$ cat src/rtl/rng_arb_pkg.sv
// Shared types and helpers for the PRNG round-robin arbiter.
// Holds the FSM state type, default word width and the round-robin search function.
package rng_arb_pkg;

  typedef enum logic [1:0] {
    StIdle,
    StSeed,
    StRun
  } state_e;

  localparam int unsigned RndWDefault = 5;
  localparam int unsigned MaxReq      = 8;
  localparam int unsigned MaxPtrW     = 3;

  typedef struct packed {
    logic               found;
    logic [MaxPtrW-1:0] idx;
  } rr_pick_t;

  // First set bit at index >= ptr, wrapping modulo n (n <= MaxReq).
  function automatic rr_pick_t rr_search(input logic [MaxReq-1:0]  req,
                                         input logic [MaxPtrW-1:0] ptr,
                                         input int unsigned        n);
    rr_pick_t r;
    r = '0;
    for (int unsigned k = 0; k < MaxReq; k++) begin
      logic [MaxPtrW-1:0] idx;
      idx = MaxPtrW'((32'(ptr) + k) % n);
      if ((k < n) && !r.found && req[idx]) begin
        r.found = 1'b1;
        r.idx   = idx;
      end
    end
    return r;
  endfunction

endpackage

$ cat src/rtl/rng_arbiter_if.sv
// Consumer-facing draw bus of the PRNG arbiter.
// master = GA consumer side, slave = arbiter side.
interface rng_arbiter_if #(
  parameter int unsigned NUM_REQ = 4,
  parameter int unsigned RND_W   = 5
);

  logic [NUM_REQ-1:0] req;
  logic [NUM_REQ-1:0] gnt;
  logic [2*RND_W-1:0] rnd_data;
  logic               ready;

  modport master (
    output req,
    input  gnt,
    input  rnd_data,
    input  ready
  );

  modport slave (
    input  req,
    output gnt,
    output rnd_data,
    output ready
  );

endinterface

$ cat src/rtl/rng_arbiter_rr_picker.sv
// Combinational round-robin picker: request vector + pointer -> one-hot pick and next pointer.
// Reusable by any arbiter of up to eight requesters.
module rr_picker
  import rng_arb_pkg::*;
#(
  parameter  int unsigned NUM_REQ = 4,
  localparam int unsigned PtrW    = $clog2(NUM_REQ)
) (
  input  logic [NUM_REQ-1:0] req,
  input  logic [PtrW-1:0]    rr_ptr,
  output logic               any,
  output logic [NUM_REQ-1:0] pick,
  output logic [PtrW-1:0]    next_ptr
);

  rr_pick_t r;

  always_comb begin
    r        = rr_search(MaxReq'(req), MaxPtrW'(rr_ptr), NUM_REQ);
    any      = r.found;
    pick     = '0;
    next_ptr = '0;
    if (r.found) begin
      pick[r.idx[PtrW-1:0]] = 1'b1;
      next_ptr = (r.idx == MaxPtrW'(NUM_REQ - 1)) ? '0 : PtrW'(r.idx + 1'b1);
    end
  end

endmodule

$ cat src/rtl/rng_arbiter.sv
// Seeds the shared PRNG and hands out one fresh {random1, random0} pair per grant, round-robin.
// Optional draw counter output enabled by defining RNG_ARB_STATS_EN.
module rng_arbiter
  import rng_arb_pkg::*;
#(
  parameter int unsigned NUM_REQ = 4,
  parameter int unsigned WARMUP  = 8,
  parameter int unsigned RND_W   = RndWDefault
) (
  input  logic              clk,
  input  logic              rst,
  input  logic              seed_load,
  input  logic [31:0]       seed_in,
  output logic [31:0]       prg_seed,
  input  logic [RND_W-1:0]  random0,
  input  logic [RND_W-1:0]  random1,
  rng_arbiter_if.slave      bus
`ifdef RNG_ARB_STATS_EN
  ,
  output logic [31:0]       draw_count
`endif
);

  localparam int unsigned PtrW = $clog2(NUM_REQ);
  localparam int unsigned CntW = (WARMUP > 1) ? $clog2(WARMUP) : 1;

  state_e             state_q, state_d;
  logic [CntW-1:0]    cnt_q, cnt_d;
  logic [31:0]        seed_q, seed_d;
  logic               ready_q, ready_d;
  logic [NUM_REQ-1:0] gnt_q, gnt_d;
  logic [2*RND_W-1:0] rnd_q, rnd_d;
  logic [PtrW-1:0]    ptr_q, ptr_d;

  logic               pick_any;
  logic [NUM_REQ-1:0] pick;
  logic [PtrW-1:0]    pick_next_ptr;

  rr_picker #(
    .NUM_REQ (NUM_REQ)
  ) u_rr_picker (
    .req      (bus.req),
    .rr_ptr   (ptr_q),
    .any      (pick_any),
    .pick     (pick),
    .next_ptr (pick_next_ptr)
  );

  always_comb begin
    state_d = state_q;
    cnt_d   = cnt_q;
    seed_d  = seed_q;
    ready_d = 1'b0;
    gnt_d   = '0;
    rnd_d   = rnd_q;
    ptr_d   = ptr_q;
    // A seed load from any state restarts warm-up; any pending request is dropped.
    if (seed_load) begin
      seed_d  = seed_in;
      cnt_d   = CntW'(WARMUP - 1);
      state_d = StSeed;
    end else begin
      unique case (state_q)
        StIdle: ;
        StSeed: begin
          if (cnt_q == '0) begin
            state_d = StRun;
          end else begin
            cnt_d = cnt_q - CntW'(1);
          end
        end
        StRun: begin
          ready_d = 1'b1;
          if (pick_any) begin
            gnt_d = pick;
            rnd_d = {random1, random0};
            ptr_d = pick_next_ptr;
          end
        end
        default: state_d = StIdle;
      endcase
    end
  end

  always_ff @(posedge clk) begin
    if (rst) begin
      state_q <= StIdle;
      cnt_q   <= '0;
      seed_q  <= '0;
      ready_q <= 1'b0;
      gnt_q   <= '0;
      rnd_q   <= '0;
      ptr_q   <= '0;
    end else begin
      state_q <= state_d;
      cnt_q   <= cnt_d;
      seed_q  <= seed_d;
      ready_q <= ready_d;
      gnt_q   <= gnt_d;
      rnd_q   <= rnd_d;
      ptr_q   <= ptr_d;
    end
  end

  assign prg_seed     = seed_q;
  assign bus.gnt      = gnt_q;
  assign bus.rnd_data = rnd_q;
  assign bus.ready    = ready_q;

`ifdef RNG_ARB_STATS_EN
  logic [31:0] draw_cnt_q;

  always_ff @(posedge clk) begin
    if (rst || seed_load) begin
      draw_cnt_q <= '0;
    end else if (gnt_q != '0) begin
      draw_cnt_q <= draw_cnt_q + 32'd1;
    end
  end

  assign draw_count = draw_cnt_q;
`endif

endmodule

$ cat src/flat_wrapper.sv
// flat-port wrapper written by rule: the top's interface ports become plain ports
module rng_arbiter_flat import rng_arb_pkg::*;
#(
  parameter int unsigned NUM_REQ = 4,
  parameter int unsigned WARMUP  = 8,
  parameter int unsigned RND_W   = RndWDefault
)
  (clk, rst, seed_load, seed_in, prg_seed, random0, random1, bus_req, bus_gnt, bus_rnd_data, bus_ready);
  rng_arbiter_if #(.NUM_REQ(NUM_REQ), .RND_W(RND_W)) bus_i ();
  input  logic clk;
  input  logic rst;
  input  logic seed_load;
  input  logic [31:0] seed_in;
  output logic [31:0] prg_seed;
  input  logic [RND_W-1:0] random0;
  input  logic [RND_W-1:0] random1;
  input wire logic [$bits(bus_i.req)-1:0] bus_req;
  output wire logic [$bits(bus_i.gnt)-1:0] bus_gnt;
  output wire logic [$bits(bus_i.rnd_data)-1:0] bus_rnd_data;
  output wire logic [$bits(bus_i.ready)-1:0] bus_ready;
  assign bus_i.req = bus_req;
  assign bus_gnt = bus_i.gnt;
  assign bus_rnd_data = bus_i.rnd_data;
  assign bus_ready = bus_i.ready;
  rng_arbiter #(.NUM_REQ(NUM_REQ), .WARMUP(WARMUP), .RND_W(RND_W)) u_core (.clk(clk), .rst(rst), .seed_load(seed_load), .seed_in(seed_in), .prg_seed(prg_seed), .random0(random0), .random1(random1), .bus(bus_i));
endmodule
$ cat config.mk
export PLATFORM = sky130hd
export DESIGN_NAME = rng_arbiter_flat
export DESIGN_NICKNAME = d
export VERILOG_FILES = /design/src/rtl/rng_arb_pkg.sv /design/src/rtl/rng_arbiter_if.sv /design/src/rtl/rng_arbiter_rr_picker.sv /design/src/rtl/rng_arbiter.sv /design/src/flat_wrapper.sv
export SDC_FILE = /design/constraint.sdc
export NUM_CORES = 1
export LEC_CHECK = 0
export BUFFER_PORTS_ARGS = -buffer_cell sky130_fd_sc_hd__clkbuf_2
export CELL_PAD_IN_SITES_DETAIL_PLACEMENT = 1
export CELL_PAD_IN_SITES_GLOBAL_PLACEMENT = 1
export CORE_ASPECT_RATIO = 0.6
export CORE_MARGIN = 1.5
export CORE_UTILIZATION = 31
export CTS_CLUSTER_DIAMETER = 80
export DETAILED_ROUTE_END_ITERATION = 7
export PLACE_DENSITY_LB_ADDON = 0.08
export SLEW_MARGIN = 15
export SYNTH_ARGS = -nofsm -noshare
export SYNTH_HDL_FRONTEND = slang
export SYNTH_HIERARCHICAL = 1
export SYNTH_SLANG_ARGS = --single-unit
export TNS_END_PERCENT = 5
$ cat constraint.sdc
create_clock -name clk -period 1.35 [get_ports clk]
set_clock_uncertainty 0.05 [all_clocks]
set_input_delay 0.135 -clock clk [delete_from_list [all_inputs] [get_ports clk]]
set_output_delay 0.135 -clock clk [all_outputs]
set_load 0.02 [all_outputs]
Yosys cells after proc, flatten, opt, wreduce, memory -nomap -nowiden
Cells that the tools add are included.
{"block": "op_classes", "n_lt_le_gt_ge": 6, "n_reduce_logical": 17, "n_eq_ne": 7, "n_bitwise": 4, "n_mux": 22, "addsub": 5}
{"operator": "$lt A2 B4 Y1 const B", "count": 4}
{"operator": "$mux W4", "count": 4}
{"operator": "$mux W3", "count": 3}
{"operator": "$bmux W1 S2", "count": 4}
{"operator": "$mux W1", "count": 7}
{"operator": "$reduce_and A2 Y1", "count": 3}
{"operator": "$add A2 B1 Y2 const B", "count": 2}
{"operator": "$add A2 B2 Y2 const B", "count": 2}
{"operator": "$logic_and A1 B1 Y1", "count": 4}
{"operator": "$mux W2", "count": 2}
{"operator": "$ne A2 B1 Y1 const B", "count": 2}
{"operator": "$not A1 Y1", "count": 4}
{"operator": "$pmux W2 S2", "count": 1}
{"operator": "$reduce_or A2 Y1", "count": 2}
{"operator": "$reduce_or A4 Y1", "count": 1}
{"operator": "$eq A3 B2 Y1 const B", "count": 1}
{"operator": "$logic_not A1 Y1", "count": 3}
{"operator": "$logic_not A3 Y1", "count": 1}
{"operator": "$lt A2 B3 Y1 const B", "count": 1}
{"operator": "$ne A3 B2 Y1 const B", "count": 1}
{"operator": "$reduce_and A3 Y1", "count": 1}
{"operator": "$sub A3 B1 Y3 const B", "count": 1}
{"operator": "$demux W1 S2", "count": 1}
{"operator": "$eq A2 B1 Y1 const B", "count": 1}
{"operator": "5 further kinds", "count": 5}
{"block": "word_totals", "output_inout_bits": 47, "inputBits": 49, "regBits": 54, "elab_cells": 69}

Logic depth before layout (Yosys ltp)
Gate-level depths: netlist (run 1).
{"block": "depth", "ltp_word": 16, "ltp_mapped": 7, "mapped_depth_nobuf": 7}

Cells and area by module
Netlist (run 1), hierarchy kept.
{"module": "rng_arbiter", "area_per_inst_um2": 1953.1, "seq_area_each_um2": 1081.0, "cells_each": 198, "n_inst": 1}
{"module": "rr_picker", "area_per_inst_um2": 232.7, "seq_area_each_um2": 0.0, "cells_each": 30, "n_inst": 1}

Worst setup path after synthesis (run 1)
No wires, ideal clock.
{"block": "synth_path", "path_kind": "flip-flop to flip-flop", "from": "register u_core.ptr_q[0]", "to": "register u_core.ptr_q[1]", "path_stages_with_launch": 8, "setup_time_ps": 70, "period_less_slack_ps": 1472, "t_arrival_ps": 1351, "setup_slack_ps": -122, "path_buffers": 0, "required_ps": 1230, "path_cell_list": "dfxtp_1 nor3b_1 a211o_1 o21a_1 ha_1 nor2_1 nand2_1 a21oi_1"}
{"block": "synth_between", "elab_chain_len": 14, "word_cells_on_any_way": 25, "classes_between": "4 x add/sub; 1 x eq/ne; 13 x mux; 7 x reduce/logical"}
{"item": "start: declaration", "line_no": "rng_arbiter.sv:33", "source": "logic [PtrW-1:0] ptr_q, ptr_d;"}
{"item": "start signal: assignment", "line_no": "rng_arbiter.sv:101", "source": "ptr_q <= ptr_d;"}
{"item": "parallel branches: the longest is 11 deep, another holds $add A2 B1 Y2"}
{"item": "$mux W4 *", "line_no": "rng_arb_pkg.sv:29", "source": "if ((k < n) && !r.found && req[idx]) begin"}
{"item": "$add A2 B1 Y2 or $eq A3 B2 Y1 (tied branches)", "line_no": "rng_arbiter_rr_picker.sv:25", "source": "next_ptr = (r.idx == MaxPtrW'(NUM_REQ - 1)) ? '0 : PtrW'(r.idx + 1'b1);"}
{"item": "$mux W2 *", "line_no": "rng_arbiter_rr_picker.sv:25"}
{"item": "named net u_core.pick_next_ptr[1]", "line_no": "rng_arbiter.sv:37", "source": "logic [PtrW-1:0] pick_next_ptr;"}
Mark *: on every way through the listed nets, which the timed path passes. The select of a mux whose other input is x is not followed.
A chain may end at the register's enable or synchronous reset.

Worst setup path after layout (run 1)
Ends and elaborated chain as after synthesis.

==> results.sh, run 1 <==
export IMPL_cts_max_path_buffers=2
export IMPL_cp_cell_sequence="nor3b_1 -> a211o_1 -> o21a_1 -> ha_1 -> nor2_2 -> nand2_1 -> a21oi_2"
export IMPL_grt_usage=0.140
export IMPL_grt_max_degree=41
export IMPL_num_io_pins=96
export IMPL_antenna_left=0
export IMPL_cpLargestDelayFamily="compound AO/OA/AOI/OAI gates"
export IMPL_final_util=0.451
export IMPL_hp_start="random0[1]"
export IMPL_rr_worst_depth=7
export IMPL_holdPathEnd="u_core/bus.rnd_data[1]"
export IMPL_yosysWarnings=6
export IMPL_crit_path_end_kind="register"
export IMPL_grt_setup_unrepaired="yes"
export IMPL_total_power_mw=3.63
export IMPL_maxSlewViolCount=0
export IMPL_drt_wl_total_mm=5.36
export IMPL_grt_pass1_wl_mm=8.56
export IMPL_overflow=0
export IMPL_drive_above_1_share=0.380
export IMPL_worstMarginPinSlew_ns=0.281
export IMPL_fin_area_sq_um=3040
export IMPL_final_setup_worst_slack_ns=-0.222
export IMPL_worst_hold_slack_ns=0.0145
export IMPL_dpl_hpwl_mm=3.98
export IMPL_finalHoldViolations=0
export IMPL_die_width_um=111
export IMPL_syn_cell_area_sq_um=2190
export IMPL_cts_hold_buffers=0
export IMPL_grt_pass1_vias=1842
export IMPL_avgSynthCellArea_sq_um=9.59
export IMPL_gp_congestion=0.748
export IMPL_clock_fmax_mhz=636
export IMPL_ys_seq_elements=54
export IMPL_maxSlewHeadroom=0.810
export IMPL_drtPass1Iterations=4
export IMPL_fin_nets=388
export IMPL_worst_r2r_endpoint="u_core/ptr_q[1]"
export IMPL_drt_iter0_drc=83
export IMPL_max_stage_delay_ns=0.35
export IMPL_clock_latency_ns=0.28
export IMPL_crit_type="register to register"
export IMPL_start_kind="register"
export IMPL_ys_seq_area_frac=0.495
export IMPL_vias_per_cell=4.52
export IMPL_tritoncts="done"
export IMPL_yosysUniqueCellTypes=31
export IMPL_clockRootBuffer="clkbuf_16"
export IMPL_finalCritPeriodShare=1.16
export IMPL_min_period_ns=1.57
export IMPL_die_height_um=68.0
export IMPL_cts_max_level=2
export IMPL_power_per_cell_area_nw_per_um2=1190
export IMPL_numCtsBuffers=5
export IMPL_wl_per_cell_um=12.7
export IMPL_path_buf_inv=0
export IMPL_drc=0
export IMPL_start_util=0.325
export IMPL_portBuffers=95
export IMPL_maxCapViolCount=0
export IMPL_p_leak_nw=1.48
export IMPL_placementRows=23
export IMPL_die_area_sq_um=7580
export IMPL_holdPathStages=3
export IMPL_violations="negative setup slack"
export IMPL_setup_violations=6
export IMPL_diodes=0
export IMPL_clkSlewWorstSetupHoldPaths_ns=0.07
export IMPL_post_dp_cell_area_sq_um=2830
export IMPL_worstHoldPathType="input port to register"
export IMPL_synth_fp_nets=283
export IMPL_slowest_stage="dfxtp_2"
export IMPL_ff2ff_setup_slack_ns=-0.22
export IMPL_required_ns=1.51
export IMPL_status="finished, violations left"
export IMPL_postSynthCellCount=228
export IMPL_cts_sinks=54
export IMPL_ir_drop_v=0.000656
export IMPL_reg2reg_from="u_core/ptr_q[0]"
export IMPL_critPathArrivalTime_ns=1.74
export IMPL_antenna_found_initial=0
export IMPL_core_area_sq_um=6730
export IMPL_path_max_fanout=4
export IMPL_vias=1904
export IMPL_syn_to_final_growth_pct=38.9
[layout by cell type, fill, tap and decap left out, drive strengths merged, types with 6 or more instances in the layout]
cell type / Yosys / routed
ha: 6 / 6
mux2i: 33 / 33
nor2b: 7 / 7
nand2: 26 / 26
buf: 7 / 16
nor2: 39 / 39
clkbuf: 6 / 101
a21oi: 14 / 14
dfxtp: 54 / 54
[tightest hold or removal path, delay by kind of cell]
family                 cells  cell delay [ns]
AO/OA/AOI/OAI              1             0.05
buffers and inverters      1             0.08
AND/OR/NAND/NOR            1             0.04
[state kept, by name, indices dropped and copies added, names as in the netlist]
register and count:
u_core/bus.gnt 4, u_core/bus.ready 1, u_core/bus.rnd_data 10, u_core/cnt_q 3
u_core/prg_seed 32, u_core/ptr_q 2, u_core/state_q 2
[logic make-up after synthesis]
| group | synth area share |
|---|---|
| DFF | 0.495 |
| AOI/OAI and AO/OA | 0.0859 |
| buffers and inverters | 0.0429 |
| adders and majority gates | 0.0343 |
| and+or+nand+nor | 0.191 |
| muxes | 0.151 |
[final cells by class]
class                           count  area, sq um
Timing Repair Buffer              111          624
Multi-Input combinational cell    156         1030
Fill cell                         811         3700
Inverter                            5         18.8
Tap cell                           87          109
Clock buffer                        6          129
Clock inverter                      2         37.5
Sequential cell                    54         1090
[power by group]
part	switching (mW)	internal [mW]	total, mW
combinational	0.272	0.225	0.497
sequential	0.0389	1.66	1.70
clock	0.553	0.876	1.43
[stage by stage]
| stage | cells | setup slack, ns | TNS (ns) |
|---|---|---|---|
| 6_report | 421 | -0.222 | -0.782 |
| 3_3_place_gp | 411 | -0.169 | -1.41 |
| 5_1_grt | 421 | -0.344 | -1.44 |
| 4_1_cts | 419 | -0.225 | -0.710 |
| 3_5_place_dp | 411 | -0.205 | -1.59 |
| 2_1_floorplan | 228 | -0.0620 | -0.205 |
[what timing repair did]
item,in CTS,in global routing
pin swaps,2,7
resized for setup,0,7
hold endpoints to repair,0,0
setup endpoints to repair,6,16
setup buffers,0,2
[worst max-delay path by stage]
stage / cells after the start / startpoint / end / slack [ns]
3_3_place_gp: 7 / u_core/ptr_q[1] / u_core/ptr_q[1] / -0.17
5_1_grt: 8 / u_core/ptr_q[0] / u_core/ptr_q[1] / -0.34
2_1_floorplan: 7 / u_core/ptr_q[0] / u_core/ptr_q[1] / -0.06
4_1_cts: 7 / u_core/ptr_q[0] / u_core/ptr_q[1] / -0.23
3_5_place_dp: 7 / u_core/ptr_q[1] / u_core/ptr_q[1] / -0.21
6_report: 7 / u_core/ptr_q[0] / u_core/ptr_q[1] / -0.22
[synth_stat cells]
library cell,number,area [sq um]
o21a_1,1,7.51
nand2b_1,5,31.3
and2_1,5,31.3
inv_1,5,18.8
a211oi_1,4,30.0
o221ai_1,1,8.76
nor3_1,1,5.00
a31oi_1,1,6.26
o21ai_0,1,5.00
o211ai_1,1,7.51
a211o_1,1,8.76
nor2_1,39,146
clkbuf_1,6,22.5
mux2i_1,33,330
buf_6,2,22.5
a311oi_1,2,17.5
o211a_1,1,10.0
dfxtp_1,54,1080
buf_2,3,15.0
nand2_1,26,97.6
nor4_4,1,21.3
nand4bb_1,1,11.3
a21o_1,1,7.51
nor2b_2,1,8.76
ha_1,6,75.1
nor3b_1,2,15.0
buf_4,2,15.0
a21o_2,1,8.76
a21oi_1,14,70.1
nor2b_1,6,37.5
and4bb_1,1,12.5
[routing by layer]
layer,global-route usage,share of wire,up-vias
li1,-,-,978
met1,0.188,0.49,872
met2,0.219,0.43,52
met3,0.0531,0.077,2
met4,0.0285,0.0024,0
met5,0,0,-
(Power assumes the default switching activity.)
==> run 2: changes to the inputs <==
- SKIP_CTS_REPAIR_TIMING: not set -> 1
==> run 2 against run 1 <==
Net effect:
- the flow still finishes with violations (negative setup slack)
- wire length decreased by 0.15%
- register-to-register slack about the same
- first-iteration DRC count increased by 3.6%
- cell count unchanged
- critical path depth unchanged
- die area unchanged
- combinational power about the same
- count of clock-buffer cells in the layout unchanged
- sequential cell count unchanged
- largest cell class unchanged
==> results.sh, run 2 (synthesis gave the netlist of run 1 again) <==
export IMPL_fillers=812
export IMPL_grt_pass1_vias=1843
export IMPL_endpoint="u_core/ptr_q[1]"
export IMPL_worstMarginPinSlew_ns=0.299
export IMPL_maxCapViolCount=0
export IMPL_tns_ns=-0.765
export IMPL_drive_above_1_share=0.380
export IMPL_grt_setup_unrepaired="yes"
export IMPL_status="finished, violations left"
export IMPL_antenna_found_initial=0
export IMPL_die_height_um=68.0
export IMPL_path_max_fanout=4
export IMPL_fin_area_sq_um=3030
export IMPL_cts_max_path_buffers=2
export IMPL_core_area_sq_um=6730
export IMPL_p_leak_nw=1.48
export IMPL_final_util=0.450
export IMPL_wl_per_cell_um=12.7
export IMPL_rr_worst_depth=7
export IMPL_cts_max_level=2
export IMPL_clkSlewWorstSetupHoldPaths_ns=0.07
export IMPL_syn_to_final_growth_pct=38.6
export IMPL_largest_reg_flops=32
export IMPL_tritoncts="done"
export IMPL_diodes=0
export IMPL_worst_hold_slack_ns=0.0151
export IMPL_maxSlewViolCount=0
export IMPL_vias_per_cell=4.52
export IMPL_dp_slack_ns=-0.205
export IMPL_reg2reg_from="u_core/ptr_q[0]"
export IMPL_placementRows=23
export IMPL_grt_max_degree=41
export IMPL_drt_iter0_drc=86
export IMPL_cp_cell_sequence="nor3b_1 -> a211o_1 -> o21a_1 -> ha_1 -> nor2_2 -> nand2_1 -> a21oi_2"
export IMPL_grt_usage=0.140
export IMPL_drtPass1Iterations=4
export IMPL_violations="negative setup slack"
export IMPL_cp_startpoint="u_core/ptr_q[0]"
export IMPL_seq_area_sq_um=1090
export IMPL_wl_met1_mm=2.60
export IMPL_vias=1905
export IMPL_start_util=0.325
export IMPL_drt_wl_total_mm=5.35
export IMPL_required_ns=1.51
export IMPL_dpl_hpwl_mm=3.98
export IMPL_multiInputGateArea_sq_um=1020
export IMPL_cts_sinks=54
export IMPL_setup_violations=6
export IMPL_final_setup_worst_slack_ns=-0.214
export IMPL_wl_met3_um=423
export IMPL_top_layer="met4"
export IMPL_total_power_mw=3.62
export IMPL_worst_r2r_endpoint="u_core/ptr_q[1]"
export IMPL_die_area_sq_um=7580
export IMPL_final_cell_mix="clkbuf_2 (95), dfxtp_1 (52), nor2_1 (38)"
export IMPL_overflow=0
export IMPL_fin_cells=421
export IMPL_fin_nets=388
export IMPL_die_width_um=111
export IMPL_crit_path_end_kind="register"
export IMPL_portBuffers=95
export IMPL_finalCritPeriodShare=1.16
export IMPL_dp_cells=411
export IMPL_ir_drop_v=0.000656
export IMPL_gp_congestion=0.748
export IMPL_antenna_left=0
export IMPL_min_period_ns=1.56
export IMPL_clock_latency_ns=0.28
export IMPL_maxSlewHeadroom=0.800
export IMPL_drc=0
export IMPL_final_common_cell="clkbuf_2"
export IMPL_finalHoldViolations=0
export IMPL_power_per_cell_area_nw_per_um2=1200
export IMPL_max_stage_delay_ns=0.34
export IMPL_numCtsBuffers=5
export IMPL_slowest_stage="dfxtp_2"
export IMPL_ff2ff_setup_slack_ns=-0.21
export IMPL_post_dp_cell_area_sq_um=2830
export IMPL_worstHoldPathType="input port to register"
export IMPL_crit_type="register to register"
export IMPL_clock_fmax_mhz=639
export IMPL_num_io_pins=96
export IMPL_wl_met2_mm=2.32
export IMPL_start_kind="register"
export IMPL_critPathArrivalTime_ns=1.73
export IMPL_grt_pass1_wl_mm=8.56
export IMPL_clockRootBuffer="clkbuf_16"
-- run 2: cell counts in the layout (fill, tap and decap cells not counted) --
No cell type changed its count.
-- run 2: worst max-delay path, delay by kind of cell (launching register included) --
kind                       cells  cell delay [ns]
AOI/OAI and AO/OA              3             0.50
and+or+nand+nor                3             0.29
DFF                            1             0.34
adders and majority gates      1             0.31
-- run 2: layout make-up --
cell class	instances	area share
multi-input cells	156	0.338
repair buffers	111	0.206
well taps	87	0.0359
flip-flops and latches	54	0.359
clock buffers	6	0.0425
inverters	5	0.00620
clock inverters	2	0.0124
-- run 2: how the worst min path moves through the flow --
| stage | start | end | slack [ns] | cells past startpoint |
|---|---|---|---|---|
| finish | random0[1] | u_core/bus.rnd_data[1] | 0.02 | 3 |
| global route | random0[1] | u_core/bus.rnd_data[1] | 0.007 | 3 |
| CTS | random0[1] | u_core/bus.rnd_data[1] | 0.008 | 3 |
| detailed placement | random0[1] | u_core/bus.rnd_data[1] | 0.32 | 3 |
| global placement | random1[4] | u_core/bus.rnd_data[9] | 0.31 | 3 |
| floorplan | random0[0] | u_core/bus.rnd_data[0] | 0.22 | 2 |
-- run 2: power by group --
group	internal, mW	leakage [nW]	switching [mW]
Clock	0.876	0.0771	0.552
Sequential	1.66	0.444	0.0388
Combinational	0.222	0.962	0.272
Total	2.76	1.48	0.862
-- run 2: per-layer routing --
| metal | global-route usage | up-vias |
|---|---|---|
| li1 | - | 977 |
| met1 | 0.188 | 872 |
| met2 | 0.219 | 54 |
| met3 | 0.0531 | 2 |
| met4 | 0.0285 | 0 |
| met5 | 0 | - |
